<file path="src/rtl/encoder16_scan_pkg.sv">
// Shared widths and state encoding for the encoder16_scan block and its
// lowest-set-bit encoder.
package encoder16_scan_pkg;

   localparam int N = 16;
   localparam int W = 4;

   localparam logic [N-1:0] ONE_HOT_LSB = {{(N-1){1'b0}}, 1'b1};

   typedef enum logic {
      ST_IDLE = 1'b0,
      ST_EMIT = 1'b1
   } state_e;

endpackage

</file>
<file path="src/rtl/encoder16_scan_pri_enc16.sv">
// Combinational lowest-set-bit encoder: reports the index of the lowest set bit,
// whether any bit is set, and whether exactly one bit is set.
module pri_enc16
   import encoder16_scan_pkg::*;
(
   input  logic [N-1:0] vec,
   output logic [W-1:0] idx,
   output logic         any,
   output logic         single
);

   // Scan from the top down so the lowest set bit is the last one written.
   always_comb begin
      idx = '0;
      for (int i = N - 1; i >= 0; i--) begin
         if (vec[i]) begin
            idx = W'(i);
         end
      end
   end

   // Clearing the lowest set bit leaves nothing only when one bit was set.
   assign any    = |vec;
   assign single = any && ((vec & (vec - ONE_HOT_LSB)) == '0);

endmodule

</file>
<file path="src/rtl/encoder16_scan.sv">
// Captures a request vector and emits the index of every set bit, lowest first,
// one beat per accepted output transfer; an all-zero vector yields one flagged beat.
module encoder16_scan
   import encoder16_scan_pkg::*;
(
   input  logic         clk,
   input  logic         rst,
   input  logic [N-1:0] in,
   input  logic         in_valid,
   output logic         in_ready,
   output logic [W-1:0] out,
   output logic         out_valid,
   input  logic         out_ready,
   output logic         out_last,
   output logic         out_zero,
   output logic         busy
);

   state_e         state_q;
   logic [N-1:0]   pending_q;
   logic           zero_q;

   logic [W-1:0]   lowIdx;
   logic           anySet;
   logic           singleSet;

   pri_enc16 u_pri_enc16 (
      .vec    (pending_q),
      .idx    (lowIdx),
      .any    (anySet),
      .single (singleSet)
   );

   // Every output is decoded from registered state only, never from the input vector.
   assign in_ready  = (state_q == ST_IDLE);
   assign busy      = (state_q == ST_EMIT);
   assign out_valid = (state_q == ST_EMIT);
   assign out       = lowIdx;
   assign out_zero  = (state_q == ST_EMIT) && zero_q;
   assign out_last  = (state_q == ST_EMIT) && (singleSet || zero_q);

   // Handshake FSM; the pending vector loses one bit per accepted beat.
   always_ff @(posedge clk) begin
      if (rst) begin
         state_q   <= ST_IDLE;
         pending_q <= '0;
         zero_q    <= 1'b0;
      end else begin
         case (state_q)
            ST_IDLE: begin
               if (in_valid) begin
                  pending_q <= in;
                  zero_q    <= (in == '0);
                  state_q   <= ST_EMIT;
               end
            end
            ST_EMIT: begin
               if (out_ready) begin
                  if (anySet) begin
                     pending_q <= pending_q & ~(ONE_HOT_LSB << lowIdx);
                  end
                  if (out_last) begin
                     zero_q  <= 1'b0;
                     state_q <= ST_IDLE;
                  end
               end
            end
            default: state_q <= ST_IDLE;
         endcase
      end
   end

endmodule

</file>
<file path="config.mk">
export PLATFORM = sky130hd
export DESIGN_NAME = encoder16_scan
export DESIGN_NICKNAME = d
export VERILOG_FILES = /design/src/rtl/encoder16_scan_pkg.sv /design/src/rtl/encoder16_scan_pri_enc16.sv /design/src/rtl/encoder16_scan.sv
export SDC_FILE = /design/constraint.sdc
export NUM_CORES = 1
export LEC_CHECK = 0
export CAP_MARGIN = 25
export CORE_UTILIZATION = 30
export CTS_CLUSTER_DIAMETER = 80
export CTS_CLUSTER_SIZE = 24
export DETAILED_ROUTE_END_ITERATION = 8
export DONT_BUFFER_PORTS = 1
export PLACE_DENSITY_LB_ADDON = 0.2
export SYNTH_ARGS = -nofsm -noshare
export SYNTH_HDL_FRONTEND = slang
export SYNTH_SLANG_ARGS = --single-unit
</file>
<file path="constraint.sdc">
create_clock -name clk -period 2.39 [get_ports clk]
set_clock_uncertainty 0.2 [all_clocks]
set_input_delay 0.3585 -clock clk [delete_from_list [all_inputs] [get_ports clk]]
set_output_delay 0.3585 -clock clk [all_outputs]
set_load 0.1 [all_outputs]
</file>
== Word-level counts from Yosys, hierarchy flattened ==
Index checks and enable logic that the tools add are counted.

* Register bits after elaboration: 18
* Output and inout port bits: 9

* $add $sub $neg: 1
* Equality and inequality tests: 4
* Shifts and indexed selects: 1
* Multiplexer cells: 28
* Bitwise logic cells: 4
* Reduce and logical (&&, ||, !) cells: 9

{| class="wikitable"
|+ Operators with widths
! kind !! count
|-
| $mux 4 || 16
|-
| $mux 16 || 3
|-
| $and 16x16->16 || 2
|-
| $logic_not 16->1 || 2
|-
| $pmux 16 s2 || 1
|-
| $not 16->16 || 1
|-
| $reduce_or 16->1 || 1
|-
| $shl 1x4->16 const A || 1
|-
| $sub 16x1->16 const B || 1
|-
| $mux 1 || 6
|-
| $ne 2x2->1 const B || 3
|-
| $reduce_and 3->1 || 2
|-
| $pmux 1 s2 || 2
|-
| $logic_and 1x1->1 || 3
|-
| $ne 2x1->1 const B || 1
|-
| $logic_or 1x1->1 || 1
|-
| $not 1->1 || 1
|}

== Logic depth before layout (Yosys ltp) ==
* Depth in word-level cells: 22
* Mapped depth: 8
* Mapped depth without buffers: 7

== Hierarchy ==
From an unflattened synthesis, not the netlist that was laid out.

* Cell total of the unflattened synthesis: 155
* Area, all modules: 1,214.9 um^2

{| class="wikitable"
|+ By module, submodules not included
! module !! times used !! cells an instance !! area each (um^2)
|-
| encoder16_scan || 1 || 104 || 887.1
|-
| pri_enc16 || 1 || 51 || 327.8
|}

== Least setup slack after synthesis ==
OpenSTA, ideal clock, no wires.

* Path type: register to output
* Start: register state_q, in the netlist busy
* End: output port out_last
* Data arrival time: 2.726 ns
* Setup slack: -0.894 ns
* Cell stages (with the launch flop): 4
* Path through: dfxtp_1 > clkbuf_1 > and2_1 > a31o_2

* Cells in the longest elaborated chain, start to end: 1

{| class="wikitable"
|+ Ends and longest elaborated chain
! element !! line !! source
|-
| from (decl) || encoder16_scan.sv:19 || <nowiki>state_e state_q;</nowiki>
|-
| from (signal assigned) || encoder16_scan.sv:45 || <nowiki>state_q <= ST_IDLE;</nowiki>
|-
| from (signal assigned) || encoder16_scan.sv:54 || <nowiki>state_q <= ST_EMIT;</nowiki>
|-
| from (signal assigned) || encoder16_scan.sv:64 || <nowiki>state_q <= ST_IDLE;</nowiki>
|-
| $logic_and 1x1->1 || encoder16_scan.sv:40 || <nowiki>assign out_last = (state_q == ST_EMIT) && (singleSet || zero_q);</nowiki>
|-
| to (decl) || encoder16_scan.sv:14 || <nowiki>output logic out_last,</nowiki>
|}

Every way passes these cells.

== Final worst setup path ==
* Start: register pending_q[7]
* End: output port out_last

* Cells in the longest elaborated chain, start to end: 6

{| class="wikitable"
|+ Ends and longest elaborated chain
! element !! line !! source
|-
| from (decl) || encoder16_scan.sv:20 || <nowiki>logic [N-1:0] pending_q;</nowiki>
|-
| from (signal assigned) || encoder16_scan.sv:52 || <nowiki>pending_q <= in;</nowiki>
|-
| from (signal assigned) || encoder16_scan.sv:60 || <nowiki>pending_q <= pending_q & ~(ONE_HOT_LSB << lowIdx);</nowiki>
|-
| $sub 16x1->16 || encoder16_scan_pri_enc16.sv:24 || <nowiki>assign single = any && ((vec & (vec - ONE_HOT_LSB)) == '0);</nowiki>
|-
| $and 16x16->16 || encoder16_scan_pri_enc16.sv:24 ||
|-
| $logic_not 16->1 || encoder16_scan_pri_enc16.sv:24 ||
|-
| $logic_and 1x1->1 * || encoder16_scan_pri_enc16.sv:24 ||
|-
| $logic_or 1x1->1 * || encoder16_scan.sv:40 ||
|-
| $logic_and 1x1->1 * || encoder16_scan.sv:40 ||
|}

Every way passes the cells marked *; elsewhere a longest branch is shown, timed or not.

==> metrics <==
worst hold margin=14.07 ps; initial antenna violation count=0; Ports=29; fill count=~420; Via Count=around 1500; area share of the largest cell type after synthesis=0.2677; worst hold path class=in -> reg; PortBufs=0; Synth Register Bits=18; DP HPWL=3368 µm; cell row count=23; GRT overflow=0; Iter 0 DRT Violations=70; fin cells=259; WP buf/inv=2; critical path required time=roughly 1800 ps; TritonCTS Buffers=3; Inst Count DP=242; main area contributors after synthesis=dfxtp_1, a21oi_1, nor2_1; global-route wire length before repair=between 7000 and 8000 µm; Least-Margin Pin Slew=around 620 ps; Hold Startpoint=rst; pre-CTS setup slack=63.90 ps; max-cap violation count=0; Crit Path Max Fanout=3; worst hold path cell count=1; RSZ-0062 raised after global routing=yes; chip width=between 60 and 70 µm; CTS clock-pin slew for the worst setup and hold paths=70 ps; Most used DFF post-synth=dfxtp_1; failing checks=negative setup slack; Seq/Total Area, Yosys=0.2677; Post-Route WL=between 4000 and 5000 µm; YS warnings=0; startpoint types=flip-flop; number of endpoints failing setup at the final stage=2; Async S/R FF share, synth=0; CTS Buffer Depth=2; Pre-antenna DRT Iters=6; total track usage=0.2082; Hold Path End=pending_q[10]; Pwr Density=between 700 and 800 mW/mm²; fin crit share=1.044; synthesized area per cell=slightly below 8 µm²; die height=68.99 µm; fraction of layout cells with a size suffix above 1=0.3445; largest net degree at the start of global routing=21; drt drc=0; die area=~0.0048 mm²; top-count cell post-synth=a21oi_1; Layout Nets=230; critical path's top delay family=simple AND/OR/NAND/NOR gates; arrival time at the worst endpoint=1940 ps; maximum VDD drop=0.3391 mV; Slowest cell on crit path=dfxtp_4; CTS root buf=clkbuf_8; Initial Utilization=0.3249; Mapped Cells=~180; WL per Instance=17.63 µm; reg2reg path depth=9; CP max stage delay=370 ps; Max-slew headroom=0.5826; outcome=complete, but fails checks; worst reg2reg endpoint=pending_q[9]; Post-Syn Nets=195; WS Path Type=reg -> out; post-layout minimum cycle time=2496 ps; top cell type by total area after synthesis=dfxtp_1; number of global-route vias before repair=about 1500; CP Capture Type=output pin; Vias/cell=5.927; antenna viol nets, final=0; Fin. Hold Viols=0; mapped cell area=between 0.001 and 0.0015 mm²; P_leak=approximately 0.73 nW; distinct cell type count after synthesis=48; setup slack, reg-to-reg=120 ps; antenna diode count=0; Area Growth Syn to Fin=38.75%; CTS tree=built; clk sinks=18; core area=slightly above 0.004 mm²; Setup WS post-layout=-106.2 ps; H-tree levels=1; Worst-Skew Late Latency=250 ps; Synth top cells by count=a21oi_1, dfxtp_1, nor2_1; FMAX=400.6 MHz; Post-synth EDFFs=0; RR Startpoint=pending_q[7]; cells along the critical path=nor4_4 -> buf_4 -> nand3_1 -> o32ai_1 -> and3_1 -> a31o_4 -> buf_12; Slew Limit Fails=0; GP Congestion=just under 0.9; crit path from=pending_q[7]; total power=approximately 1.4 mW
==> layout by cell type (no fill, tap or decap), types with 2 or more instances in the layout <==
master	n
buf_4	37
a21oi_1	18
nor2_1	14
nand2_1	13
dfxtp_1	12
nor3_1	8
o21ai_0	7
and3_1	7
buf_12	6
nor4_1	5
nand3_1	5
a22oi_1	5
dfxtp_2	5
o21ai_1	4
clkbuf_8	4
nor2b_1	3
inv_1	3
o22ai_1	3
dlygate4sd3_1	3
nor4_4	2
nand2b_1	2
maj3_1	2
o21a_1	2
nor3_2	2
nand4_1	2
o32ai_1	2
nand3b_1	2
o311ai_1	2
a311o_1	2
a21o_1	2
or4_1	2
==> per-layer routing <==
metal | GRT usage | vias up | wire (µm)
li1 | - | 726 | -
met1 | 0.2811 | 726 | 2021
met2 | 0.3362 | 77 | 2148
met3 | 0.02467 | 6 | 332
met4 | 0.07653 | 0 | 61
met5 | 0 | - | 0
==> metrics by stage <==
| stage | area [µm²] | utilization | setup TNS, ps |
|---|---|---|---|
| CTS | 1851 | 0.4466 | -105.5 |
| floorplan | 1378 | - | -213.0 |
| global route | 1868 | 0.4508 | -465.5 |
| global placement | 1663 | 0.4013 | 0 |
| finish | 1868 | 0.4508 | -107.9 |
| detailed placement | 1663 | 0.4013 | 0 |
==> what timing repair did <==
item                                    in CTS  in global routing
hold buffers                                 2                  1
setup buffers                                9                  1
endpoints found under the setup margin       3                  4
resized for setup                           13                  0
pin swaps                                    8                  1
endpoints found under the hold margin       14                  1
==> where the power goes <==
group	internal (mW)	total [mW]	switching, mW
Clock	0.146	0.254	0.108
Combinational	0.330	0.783	0.453
Sequential	0.325	0.371	0.0460
Total	0.802	1.41	0.607
==> kinds of logic after synthesis <==
group	count (synthesis)	synth area share
buf+inv	20	0.07527
simple gates	73	0.3113
fa+ha+maj	3	0.02323
flops	18	0.2677
compound gates	61	0.3225
==> flip-flops by register name, indices dropped and copies added (netlist names) <==
register   count
zero_q         1
pending_q     16
busy           1
==> area by class of cell <==
class / instances / area, µm² / area share
Multi-Input combinational cell: 137 / 933.4 / 0.4997
Timing Repair Buffer: 46 / 427.9 / 0.2291
Sequential cell: 18 / 370.4 / 0.1983
Tap cell: 50 / 62.56 / 0.03349
Clock buffer: 4 / 55.05 / 0.02947
Inverter: 4 / 18.77 / 0.01005
==> worst max-delay path by stage <==
stage | to | cells after the start
2_1_floorplan | out_last | 6
6_report | out_last | 7
4_1_cts | out_last | 7
5_1_grt | out_last | 7
3_5_place_dp | out_last | 6
3_3_place_gp | out_last | 6
No activity file was read; power rests on OpenSTA's default activity.
